===== config.mk =====
export PLATFORM = sky130hd
export DESIGN_NAME = otp_stream_decryptor
export DESIGN_NICKNAME = d
export VERILOG_FILES = /design/src/rtl/otp_pkg.sv /design/src/rtl/otp_keystream_lfsr.sv /design/src/rtl/otp_stream_decryptor.sv
export SDC_FILE = /design/constraint.sdc
export NUM_CORES = 1
export LEC_CHECK = 0
export BUFFER_PORTS_ARGS = -buffer_cell sky130_fd_sc_hd__buf_2
export CAP_MARGIN = 20
export CELL_PAD_IN_SITES_DETAIL_PLACEMENT = 1
export CELL_PAD_IN_SITES_GLOBAL_PLACEMENT = 1
export CORE_ASPECT_RATIO = 1.1
export CORE_MARGIN = 2
export CORE_UTILIZATION = 44
export DETAILED_ROUTE_END_ITERATION = 16
export GPL_ROUTABILITY_DRIVEN = 0
export PLACE_DENSITY = 0.86
export SYNTH_ARGS = -nofsm -noshare
export SYNTH_HDL_FRONTEND = slang
export SYNTH_HIERARCHICAL = 1
export SYNTH_SLANG_ARGS = --single-unit

===== constraint.sdc =====
create_clock -name clk -period 2.9 [get_ports clk]
set_input_delay 0.58 -clock clk [delete_from_list [all_inputs] [get_ports clk]]
set_output_delay 0.58 -clock clk [all_outputs]
set_load 0.02 [all_outputs]

===== src/rtl/otp_pkg.sv =====
// Shared definitions for the OTP stream decryptor: default keystream seed,
// LFSR tap mask, FSM state type and the keystream step function.
package otp_pkg;

  localparam logic [15:0] OTP_SEED_DEFAULT = 16'h3327;
  // Feedback taps at bits 15, 13, 12 and 10.
  localparam logic [15:0] OTP_LFSR_TAPS    = 16'hB400;

  typedef enum logic [1:0] {
    ST_IDLE  = 2'd0,
    ST_RUN   = 2'd1,
    ST_DRAIN = 2'd2
  } otp_state_e;

  // Shift left, feed the XOR of the tapped bits into bit 0.
  function automatic logic [15:0] lfsr_next(input logic [15:0] k);
    return {k[14:0], ^(k & OTP_LFSR_TAPS)};
  endfunction

endpackage


===== src/rtl/otp_keystream_lfsr.sv =====
// Keystream key register.
// Ports: clk/reset (async, active-high); load + load_val store next(load_val);
// adv steps the stored key; key is the current stored key. load wins over adv.
module otp_keystream_lfsr
  import otp_pkg::*;
#(
  parameter logic [15:0] RESET_VAL = OTP_SEED_DEFAULT
) (
  input  logic        clk,
  input  logic        reset,
  input  logic        load,
  input  logic [15:0] load_val,
  input  logic        adv,
  output logic [15:0] key
);

  logic [15:0] key_q, key_d;

  always_comb begin
    key_d = key_q;
    if (load)     key_d = lfsr_next(load_val);
    else if (adv) key_d = lfsr_next(key_q);
  end

  always_ff @(posedge clk or posedge reset) begin
    if (reset) key_q <= RESET_VAL;
    else       key_q <= key_d;
  end

  assign key = key_q;

endmodule


===== src/rtl/otp_stream_decryptor.sv =====
// Framed one-time-pad stream decryptor: XORs each ciphertext word with an
// LFSR keystream seeded on the frame-opening (s_sof) word.
// Ports: clk, reset (async, active-high); key_seed/frame_len/passthrough are
// sampled with the opening word; s_valid/s_ready/s_data/s_sof ciphertext in;
// m_valid/m_ready/m_data/m_last plaintext out through one output register;
// word_cnt = words accepted this frame; done/err are one-cycle pulses.
module otp_stream_decryptor
  import otp_pkg::*;
#(
  parameter logic [15:0] SEED_DEFAULT = OTP_SEED_DEFAULT,
  parameter int          LEN_W        = 8
) (
  input  logic             clk,
  input  logic             reset,
  input  logic [15:0]      key_seed,
  input  logic [LEN_W-1:0] frame_len,
  input  logic             passthrough,
  input  logic             s_valid,
  output logic             s_ready,
  input  logic [15:0]      s_data,
  input  logic             s_sof,
  output logic             m_valid,
  input  logic             m_ready,
  output logic [15:0]      m_data,
  output logic             m_last,
  output logic [LEN_W-1:0] word_cnt,
  output logic             done,
  output logic             err
);

  otp_state_e       state_q, state_d;
  logic             m_valid_q, m_valid_d;
  logic [15:0]      m_data_q, m_data_d;
  logic             m_last_q, m_last_d;
  logic [LEN_W-1:0] word_cnt_q, word_cnt_d;
  logic [LEN_W-1:0] len_q, len_d;
  logic             pass_q, pass_d;

  logic             acc, open_w, cont_w, last_w, cur_pass;
  logic [15:0]      seed_sel, key_reg, cur_key;
  logic [LEN_W-1:0] cur_len, cnt_next;

  always_comb begin
    case (state_q)
      ST_IDLE: s_ready = 1'b1;
      ST_RUN:  s_ready = !m_valid_q || m_ready;
      default: s_ready = 1'b0;
    endcase
  end

  always_comb begin
    acc      = s_valid && s_ready;
    // s_sof always (re)opens a frame; in RUN it also aborts the current one.
    open_w   = acc && s_sof;
    cont_w   = acc && !s_sof && (state_q == ST_RUN);
    err      = acc && (s_sof ? (state_q == ST_RUN) : (state_q == ST_IDLE));
    seed_sel = (key_seed == 16'h0) ? SEED_DEFAULT : key_seed;
    cur_key  = open_w ? seed_sel    : key_reg;
    cur_pass = open_w ? passthrough : pass_q;
    cur_len  = open_w ? frame_len   : len_q;
    // Count wraps, so frame_len 0 matches on word 2^LEN_W.
    cnt_next = open_w ? LEN_W'(1) : word_cnt_q + LEN_W'(1);
    last_w   = (cnt_next == cur_len);

    state_d    = state_q;
    m_valid_d  = m_valid_q;
    m_data_d   = m_data_q;
    m_last_d   = m_last_q;
    word_cnt_d = word_cnt_q;
    len_d      = open_w ? frame_len   : len_q;
    pass_d     = open_w ? passthrough : pass_q;

    if (open_w || cont_w) begin
      m_valid_d  = 1'b1;
      m_data_d   = cur_pass ? s_data : (s_data ^ cur_key);
      m_last_d   = last_w;
      word_cnt_d = cnt_next;
      state_d    = last_w ? ST_DRAIN : ST_RUN;
    end else if (m_valid_q && m_ready) begin
      m_valid_d = 1'b0;
      if (state_q == ST_DRAIN) state_d = ST_IDLE;
    end
  end

  otp_keystream_lfsr #(.RESET_VAL(SEED_DEFAULT)) u_lfsr (
    .clk      (clk),
    .reset    (reset),
    .load     (open_w),
    .load_val (seed_sel),
    .adv      (cont_w),
    .key      (key_reg)
  );

  always_ff @(posedge clk or posedge reset) begin
    if (reset) begin
      state_q    <= ST_IDLE;
      m_valid_q  <= 1'b0;
      m_data_q   <= 16'h0;
      m_last_q   <= 1'b0;
      word_cnt_q <= '0;
      len_q      <= '0;
      pass_q     <= 1'b0;
    end else begin
      state_q    <= state_d;
      m_valid_q  <= m_valid_d;
      m_data_q   <= m_data_d;
      m_last_q   <= m_last_d;
      word_cnt_q <= word_cnt_d;
      len_q      <= len_d;
      pass_q     <= pass_d;
    end
  end

  assign m_valid  = m_valid_q;
  assign m_data   = m_data_q;
  assign m_last   = m_last_q;
  assign word_cnt = word_cnt_q;
  assign done     = m_valid_q && m_ready && m_last_q;

endmodule


=== After elaboration in Yosys (flattened, before gate mapping) ===
Index checks and enable logic that the tools add are counted.

* Register bits after elaboration: 53
* Bits of input ports: 46
* Output and inout port bits: 29
* Word-level logic and storage cells: 48

* Add/subtract/negate cells: 1
* Equal/unequal tests: 3
* Muxes and demuxes: 16
* Bitwise operators: 1
* Reductions and logical operators: 19

{| class="wikitable"
|+ Operators with widths
! operator !! number
|-
| $mux 16 || 5
|-
| $reduce_xor 16->1 || 2
|-
| $logic_not 16->1 || 1
|-
| $mux 8 || 2
|-
| $xor 16x16->16 || 1
|-
| $add 8x1->8 const B || 1
|-
| $eq 8x8->1 || 1
|-
| $mux 2 || 4
|-
| $logic_and 1x1->1 || 7
|-
| $reduce_bool 2->1 || 3
|-
| $mux 1 || 4
|-
| $eq 2x1->1 const B || 1
|-
| $eq 2x2->1 const B || 1
|-
| $logic_not 1->1 || 2
|-
| $logic_not 2->1 || 1
|-
| $logic_or 1x1->1 || 2
|-
| $pmux 1 s2 || 1
|-
| $reduce_and 2->1 || 1
|}

=== Longest topological paths before layout ===
Gate-level depths: netlist of run 1.

* Word-level depth: 9
* Gate-level depth with buffers: 10

=== Modules after synthesis ===
Netlist of run 1, hierarchy kept.

{| class="wikitable"
|+ By module, submodules not included
! module !! times used !! cells an instance !! area each (sq um) !! seq. area each (sq um)
|-
| otp_stream_decryptor || 1 || 302 || 2523.7 || 925.9
|-
| otp_keystream_lfsr || 1 || 76 || 804.5 || 410.4
|}

=== Least setup slack after synthesis of run 1 ===
OpenSTA, ideal clock, no wires.

* Kind: input -> register
* From: input s_sof
* To: register u_lfsr.key_q[3] (netlist: u_lfsr/key[3])
* Library setup time: 135 ps
* Arrival: 1913 ps
* Path slack: 852 ps
* Stages on the path: 9
* Buffers on the path: 5
* Cells stage by stage: buf_4 > and3b_1 > buf_4 > nand2_1 > inv_2 > buf_2 > buf_2 > clkbuf_1 > o21ai_0

{| class="wikitable"
|+ RTL lines
! element !! RTL line !! source
|-
| start: declaration || otp_stream_decryptor.sv:21 || <nowiki>input logic s_sof,</nowiki>
|-
| $logic_and 1x1->1 (*) || otp_stream_decryptor.sv:54 || <nowiki>open_w = acc && s_sof;</nowiki>
|-
| net open_w || otp_stream_decryptor.sv:39 || <nowiki>logic acc, open_w, cont_w, last_w, cur_pass;</nowiki>
|-
| $mux 16 or $reduce_bool 2->1 (tied branches) || - ||
|-
| end signal: assignment || otp_keystream_lfsr.sv:27 || <nowiki>else key_q <= key_d;</nowiki>
|-
| end: declaration || otp_keystream_lfsr.sv:17 || <nowiki>logic [15:0] key_q, key_d;</nowiki>
|}

Mark *: on every way through the listed nets, which the timed path passes. The rest lies on a longest branch.
A chain may end at the register's enable or synchronous reset.

=== Final worst setup path of run 1 ===
* From: register word_cnt_q[0] (netlist: word_cnt[0])
* To: register state_q[0]

* Longest elaborated chain between the ends: 5

{| class="wikitable"
|+ Ends and longest elaborated chain
! element !! RTL line !! source
|-
| start: declaration || otp_stream_decryptor.sv:35 || <nowiki>logic [LEN_W-1:0] word_cnt_q, word_cnt_d;</nowiki>
|-
| start signal: assignment || otp_stream_decryptor.sv:108 || <nowiki>word_cnt_q <= word_cnt_d;</nowiki>
|-
| $add 8x1->8 || otp_stream_decryptor.sv:62 || <nowiki>cnt_next = open_w ? LEN_W'(1) : word_cnt_q + LEN_W'(1);</nowiki>
|-
| $mux 8 || otp_stream_decryptor.sv:62 ||
|-
| $eq 8x8->1 || otp_stream_decryptor.sv:63 || <nowiki>last_w = (cnt_next == cur_len);</nowiki>
|-
| $mux 2 || otp_stream_decryptor.sv:78 || <nowiki>state_d = last_w ? ST_DRAIN : ST_RUN;</nowiki>
|-
| $mux 2 || otp_stream_decryptor.sv:73 || <nowiki>if (open_w || cont_w) begin</nowiki>
|-
| end signal: assignment || otp_stream_decryptor.sv:104 || <nowiki>state_q <= state_d;</nowiki>
|-
| end: declaration || otp_stream_decryptor.sv:31 || <nowiki>otp_state_e state_q, state_d;</nowiki>
|}

Every way passes these cells.

==> results.txt, run 1 <==
The run finished with clean final reports. The endpoint identified for the worst register-to-register timing path is state_q[0]. Across all hold checks on the routed design, the worst slack comes to 0.3330 ns.

Classification of the worst setup path: register to register. For the post-detailed-route count of antenna-violating nets, the log shows 0. The total routed wirelength was 9.505 mm; the global-route wire length before repair was 15.60 mm. The number of cells on the worst reg-to-reg path works out to 6. Summed over its instances, the top area cell type makes up 33.83% of the synthesized netlist area. Quantity of gates resized following cts: 0. Across every metal layer, demand over resource in global routing totals 24.49%. The post-detailed-route via-to-cell ratio was 5.698.

Setup repair after global routing left no endpoint under its margin. The commonest cells after synthesis are 70 x sky130_fd_sc_hd__nand2_1, 45 x sky130_fd_sc_hd__dfrtp_1, 32 x sky130_fd_sc_hd__o21ai_0. The number of nets handed over by synthesis was 425.

The post-synthesis instance area is 3328 µm², and the number of buffers inserted by hold repair at cts is 0. Across the run, the number of max-cap violations was 0. The run gives 3154 as the via count of the first global-routing pass.

The CTS buffer count is 5. After synthesis, the cell types taking the most area are sky130_fd_sc_hd__dfrtp_1 34%, sky130_fd_sc_hd__nand2_1 7.9%, sky130_fd_sc_hd__dfstp_2 6.3%, sky130_fd_sc_hd__xnor2_1 5.8%, sky130_fd_sc_hd__mux2i_1 5.1%. The cell count after placement is 512, and the largest driver fanout on the critical path is 7.

The cell taking the most area after synthesis was sky130_fd_sc_hd__dfrtp_1. The number of antenna violations at the first check in global routing was 0. The launch point of the worst path was word_cnt[0]. The worst relative slew slack is 43.49%, and the register-to-register setup slack is 0.63 ns. The slew of the pin with the lowest slew margin is 0.8476 ns. The data arrival time of the critical path was 2.48 ns; the largest clock skew in the final design was 0.01191 ns.

Counting every instance in the synthesized netlist gives 378. Derived from the worst setup path, the maximum achievable clock frequency is 441.4 MHz. After detailed routing, the number of remaining DRC violations is 0.

Counting flops with a built-in enable in the synthesized netlist gives 0. The area of the core was 7391 µm². The data required time at the worst endpoint is 3.12 ns. The top-level I/O count is 75.

TritonCTS built the clock tree. The buffers inserted during post-CTS setup optimization came out at 0. In this run the deepest clock path goes through 2 buffers. In this run the static leakage power is 1.770 nW. The tools report the die area as 8277 µm². Among all flip-flop cells after synthesis, the most frequent one is sky130_fd_sc_hd__dfrtp_1. In this run the number of H-tree levels came out at 2.

For the largest net degree at the start of global routing, the log shows 38. The tools report the number of slew-limit violations in the final report as 0. The synthesized design contains 53 register bits. Once the floorplan was initialized, standard cells occupied 45.03% of the core. In the finished design, the share of the clock period the worst path needs comes to 78.12%. Cells fill 51.01% of the core in the end. After synthesis, the mean cell area works out to 8.805 µm². The routed layout has 2963 vias. The kind of end point of the critical path is a register.

The total congestion overflow after global routing is 0, and the clock latency reported for the late side of the worst-skew pair is 0.32 ns. CTS root buffer: sky130_fd_sc_hd__clkbuf_8. The logs give 4 for the first-pass iteration count of the detailed router and 0 ns for the sum of negative setup slack. The clock slew seen by the registers of the worst setup and hold paths is 0.10 ns, and the area growth from synthesis to layout is 13.27%. The worst register-to-register path begins at word_cnt[0]. At the placement stage, the worst setup path has a slack of 0.4465 ns. The Yosys warning count is 6, and the number of core rows is 33. Counting every sink on the clock net gives 53.

The synthesized netlist contains 53 unique library cells. The detailed-placement wirelength estimate was 7.182 mm; the share of final-layout standard cells stronger than drive strength 1 was 27.25%. The final number of setup-violating endpoints was 0.

VDD sags by at most 0.0003451 V. From bottom edge to top edge, the die measures 95.22 µm. The width of the chip works out to 86.93 µm. In this run, the number of DRC markers left after iteration 0 of detailed routing was 116. Sequential fraction of the synthesis area: 40.15%. The tightest min-delay check is of the input pin to asynchronous set/reset pin type. The number of endpoints with negative hold slack in the final report was 0. In the post-route analysis, the smallest setup slack over all paths is 0.6346 ns. The net count of the finished layout is 479. STA classifies the critical path startpoint as a register.

After the flow finishes, the layout carries non-filler instances totaling 520. Of all flip-flops after synthesis, the portion carrying an async set or reset was 100.0%. The number of antenna diodes in the final layout is 0.

Dividing the detail-routed wire length by the instance count gives 18.28 µm. The clock period could shrink to 2.265 ns. Input and output buffers added on the ports amount to 74.

Dominant cell by count in the synthesized netlist: sky130_fd_sc_hd__nand2_1. Power spread over the standard cell area amounts to 937.7 nW/µm².
cells by family (layout without fill, tap and decap cells):
kind of cell | after synthesis | in the layout | share of synthesized area (%)
AND/OR/NAND/NOR | 152 | 152 | 24.81
AO/OA/AOI/OAI | 86 | 86 | 16.09
flip-flops | 53 | 53 | 40.15
buffers and inverters | 41 | 96 | 6.090
XOR/XNOR | 28 | 28 | 7.368
multiplexers | 17 | 17 | 5.113
adder cells (fa/ha/maj) | 1 | 1 | 0.3759
power by group:
part / total [W] / switching, W / internal, W
logic: 0.00167 / 0.000952 / 0.000721
clock network: 0.000430 / 0.000262 / 0.000168
registers: 0.00143 / 0.000334 / 0.00110
routing by layer:
metal	track usage [%]	part of all wire (%)
met1	29.02	42
met2	44.47	53
met3	3.377	2.5
met4	9.375	2.3
met5	0	0
worst max-delay path by stage:
stage,depth (start not counted),to
global placement,6,m_data[13]
floorplan,9,u_lfsr/key[3]
detailed placement,6,m_data[13]
finish,6,state_q[0]
CTS,6,state_q[0]
global route,6,state_q[0]
layout make-up:
cell class | instances | area, µm²
Multi-Input combinational cell | 284 | 1789
Fill cell | 932 | 3621
Inverter | 7 | 26.28
Clock buffer | 5 | 68.82
Timing Repair Buffer | 81 | 422.9
Sequential cell | 53 | 1336
Clock inverter | 3 | 17.52
Tap cell | 87 | 108.9
critical path, stage by stage (launching register included):
cell                        delay (ns)
sky130_fd_sc_hd__dfrtp_1          0.51
sky130_fd_sc_hd__ha_1             0.28
sky130_fd_sc_hd__and3_1           0.31
sky130_fd_sc_hd__a31oi_1          0.11
sky130_fd_sc_hd__o41ai_1          0.52
sky130_fd_sc_hd__o2111ai_1        0.26
sky130_fd_sc_hd__o21a_1           0.16
placed cells by master, fill, tap and decap left out, types with 9 or more instances in the layout:
cell type / count
sky130_fd_sc_hd__a21oi_1: 19
sky130_fd_sc_hd__a31o_2: 9
sky130_fd_sc_hd__buf_2: 74
sky130_fd_sc_hd__dfrtp_1: 45
sky130_fd_sc_hd__mux2i_1: 17
sky130_fd_sc_hd__nand2_1: 70
sky130_fd_sc_hd__nand2b_1: 17
sky130_fd_sc_hd__nor2_1: 16
sky130_fd_sc_hd__o21ai_0: 32
sky130_fd_sc_hd__xnor2_1: 22
per-stage QoR:
step                      total power [W]  cell area, µm²
after global placement           0.003028            3684
after global routing             0.003823            3770
after floorplan                  0.002593            3328
after detailed placement         0.003118            3684
after CTS                        0.003557            3770
final                            0.003535            3770
No activity file was read; power rests on OpenSTA's default activity.
==> run 2, diff against run 1 <==
--- a/config.mk
+++ b/config.mk
@@ -11,10 +11,10 @@
 export CELL_PAD_IN_SITES_GLOBAL_PLACEMENT = 1
 export CORE_ASPECT_RATIO = 1.1
 export CORE_MARGIN = 2
-export CORE_UTILIZATION = 44
+export CORE_UTILIZATION = 37
 export DETAILED_ROUTE_END_ITERATION = 16
 export GPL_ROUTABILITY_DRIVEN = 0
-export PLACE_DENSITY = 0.86
+export PLACE_DENSITY = 0.77
 export SYNTH_ARGS = -nofsm -noshare
 export SYNTH_HDL_FRONTEND = slang
 export SYNTH_HIERARCHICAL = 1
==> constraint.sdc (replaced) <==
create_clock -name clk -period 1.9 [get_ports clk]
set_input_delay 0.38 -clock clk [delete_from_list [all_inputs] [get_ports clk]]
set_output_delay 0.38 -clock clk [all_outputs]
set_load 0.02 [all_outputs]
==> run 2 against run 1 <==
Effect of this change:
- clock-buffer cell count is the same
- clock power increased by 50%
- clock skew is 0.00052 ns higher
- register-to-register slack worse by 0.57 ns
- sequential power grew 46%
- sequential share of layout area is 2.9 points lower
- largest power group unchanged
- core utilization is 4.2 points lower
- die area up 18%
- cell count grew 11%
==> results.txt, run 2 (synthesized netlist as in run 1, its figures left out) <==
For the buffers inserted during post-CTS setup optimization, the log shows 0 (unchanged). TritonCTS built the clock tree. The largest driver fanout on the critical path was 3 (-4). The run gives 0.005689 W (+61%) as the total power. The flow ran to the end, and the final reports show no timing, DRC or antenna violations. CTS root buffer: sky130_fd_sc_hd__clkbuf_8. The run gives 24.30% (-4.7 points) as the fraction of met1 tracks used by global routing. The data arrival time of the critical path is 2.09 ns (-0.39 ns), and the number of antenna violations at the first check in global routing is 0 (unchanged). The DRC violation total after the first TritonRoute iteration came out at 108 (-6.9%). The run gives 2 (unchanged) as the maximum clock insertion buffer count.

For the total congestion overflow after global routing, the log shows 0 (unchanged). The largest clock skew in the final design was 0.01243 ns (+0.0005180 ns). The worst ir drop on vdd was 0.0005105 V (+48%). The post-detailed-route count of antenna-violating nets was 0 (unchanged). The run gives 75 (unchanged) as the top-level I/O count. The number of core rows was 36 (+9.1%); the global-route wire length before repair was 15.52 mm (-0.53%). For the non-filler instance count after layout, the log shows 578 (+11%). The area of the core came out at 8783 µm² (+19%). The worst hold slack is 0.1260 ns (-0.2070 ns), and the detailed-placement wirelength estimate is 7.633 mm (+6.3%). The share of final-layout standard cells stronger than drive strength 1 works out to 33.84% (+6.6 points). The logs give 37.89% (-7.1 points) for the initial core utilization and 2.971% (-0.41 points) for the met3 capacity usage during global routing.

Kind of start point of the critical path: a register. The final net count was 510 (+6.5%); the power density of the placed cells was 1383 nW/µm² (+47%). The via count of the first global-routing pass is 3194 (+1.3%).

The y dimension of the die works out to 103.5 µm (+8.7%). The worst relative slew slack is 60.10% (+17 points). The max-capacitance violation count came out at 0 (unchanged).

For the CTS buffer count, the log shows 5 (unchanged). The met2 track demand over resource is 38.68% (-5.8 points), and the area growth from synthesis to layout is 23.61%. Data required time at the worst endpoint: 2.16 ns (-0.96 ns).

The first-pass iteration count of the detailed router is 4 (unchanged), and the clock latency reported for the late side of the worst-skew pair is 0.31 ns (about the same). The count of antenna diodes in the layout came out at 0 (unchanged). The die area was 9771 µm² (+18%); the final number of setup-violating endpoints was 0 (unchanged). The achievable frequency is 544.7 MHz (+23%), and the count of buffers from port buffering is 74 (unchanged).

The logs give 2 (unchanged) for the maximum level of the CTS H-tree and 20.26% (-4.2 points) for the global-route usage over all layers. The post-detailed-route via-to-cell ratio was 5.369 (-5.8%); the number of fill cells was 1060 (+14%). The post-detailed-route DRC marker count was 0 (unchanged).

The number of vias after detailed routing was 3103 (+4.7%). The sum of negative setup slack was 0 ns (unchanged). Type of the worst min-delay path: input pin to asynchronous set/reset pin. The average routed wire per standard cell was 16.98 µm (-7.1%). The classification of the worst setup path was register to register. The clock slew seen by the registers of the worst setup and hold paths was 0.10 ns (about the same); the cell count after placement was 570 (+11%). The post-route clock period utilization was 96.63% (+19 points). The width of the chip works out to 94.43 µm (+8.6%).

Kind of end point of the critical path: a register. The total routed wirelength came out at 9.813 mm (+3.2%). The largest net degree at the start of global routing was 38 (unchanged); the slew of the pin with the lowest slew margin was 0.5979 ns (-0.2498 ns). The number of endpoints with negative hold slack in the final report was 0 (unchanged). The number of slew-limit violations in the final report is 0 (unchanged). Setup repair after global routing left no endpoint under its margin. Final critical delay including setup and external delays: 1.836 ns (-0.4293 ns).

The layer flagged by global routing as most heavily used is met2. For the standby leakage power, the log shows 1.935 nW (+9.3%). The library cells used most frequently in the layout, excluding fill and tap cells, are 73 x sky130_fd_sc_hd__buf_2, 70 x sky130_fd_sc_hd__nand2_1, 43 x sky130_fd_sc_hd__dfrtp_1. For the number of buffers inserted by hold repair at cts, the log shows 0 (unchanged).

For the clock sink total, the log shows 53 (unchanged). Most common library cell in the layout ignoring fill and taps: sky130_fd_sc_hd__buf_2.
[run 2: changes by cell type in the layout (fill, tap and decap cells not counted), moves of 2 or more]
cell,before,now
sky130_fd_sc_hd__dfrtp_2,0,2
sky130_fd_sc_hd__dfrtp_1,45,43
sky130_fd_sc_hd__buf_4,7,35
sky130_fd_sc_hd__buf_12,0,3
[run 2: area by class of cell]
cell class | instances | area, µm² | share of cell area, %
Multi-Input combinational cell | 284 | 1818 | 44.19
Sequential cell | 53 | 1339 | 32.54
Timing Repair Buffer | 112 | 699.4 | 17.00
Tap cell | 114 | 142.6 | 3.467
Clock buffer | 5 | 68.82 | 1.673
Inverter | 7 | 28.78 | 0.6995
Clock inverter | 3 | 17.52 | 0.4258
[run 2: per-stage QoR]
| stage | utilization [%] | setup slack (ns) | cell area [µm²] |
|---|---|---|---|
| floorplan | - | 0.003501 | 3332 |
| global placement | 45.44 | -0.05204 | 3991 |
| detailed placement | 45.44 | -0.08646 | 3991 |
| CTS | 46.58 | 0.02043 | 4091 |
| global route | 46.84 | 0.01286 | 4114 |
| finish | 46.84 | 0.06398 | 4114 |
[run 2: repair_timing]
action | in CTS | in global routing
pin swaps | 0 | 2
setup endpoints to repair | 2 | 24
gates resized for setup | 2 | 8
[run 2: worst max-delay path: stages (launching register included)]
cell	delay, ns
sky130_fd_sc_hd__dfrtp_2	0.42
sky130_fd_sc_hd__ha_2	0.20
sky130_fd_sc_hd__and3_4	0.16
sky130_fd_sc_hd__buf_4	0.14
sky130_fd_sc_hd__xnor2_1	0.14
sky130_fd_sc_hd__o31ai_1	0.30
sky130_fd_sc_hd__o2111ai_2	0.20
sky130_fd_sc_hd__buf_4	0.18
sky130_fd_sc_hd__nand2_1	0.05
[run 2: layer usage]
layer / vias up / share of wire, %
met5: - / 0
met4: 0 / 0.95
met3: 7 / 2.9
met1: 1568 / 42
met2: 52 / 55
li1: 1476 / -
[run 2: final timing paths]
check	end	cells past startpoint	startpoint	slack [ns]
setup / recovery	state_q[1]	8	word_cnt[0]	0.06
hold / removal	u_lfsr/key[7]	2	reset	0.13
setup reg to reg	state_q[1]	8	word_cnt[0]	0.06
hold reg to reg	m_data[10]	2	m_data[10]	0.49
max in group asynchronous	m_valid	3	reset	1.33
min in group clk	len_q[5]	3	frame_len[5]	0.27
[run 2: where the power goes]
| group | total [W] | internal, W | switching [W] | leakage [nW] |
|---|---|---|---|---|
| Combinational | 0.00295 | 0.00134 | 0.00161 | 1.25 |
| Clock | 0.000644 | 0.000256 | 0.000389 | 0.0439 |
| Sequential | 0.00209 | 0.00168 | 0.000414 | 0.639 |
| Total | 0.00569 | 0.00327 | 0.00242 | 1.93 |
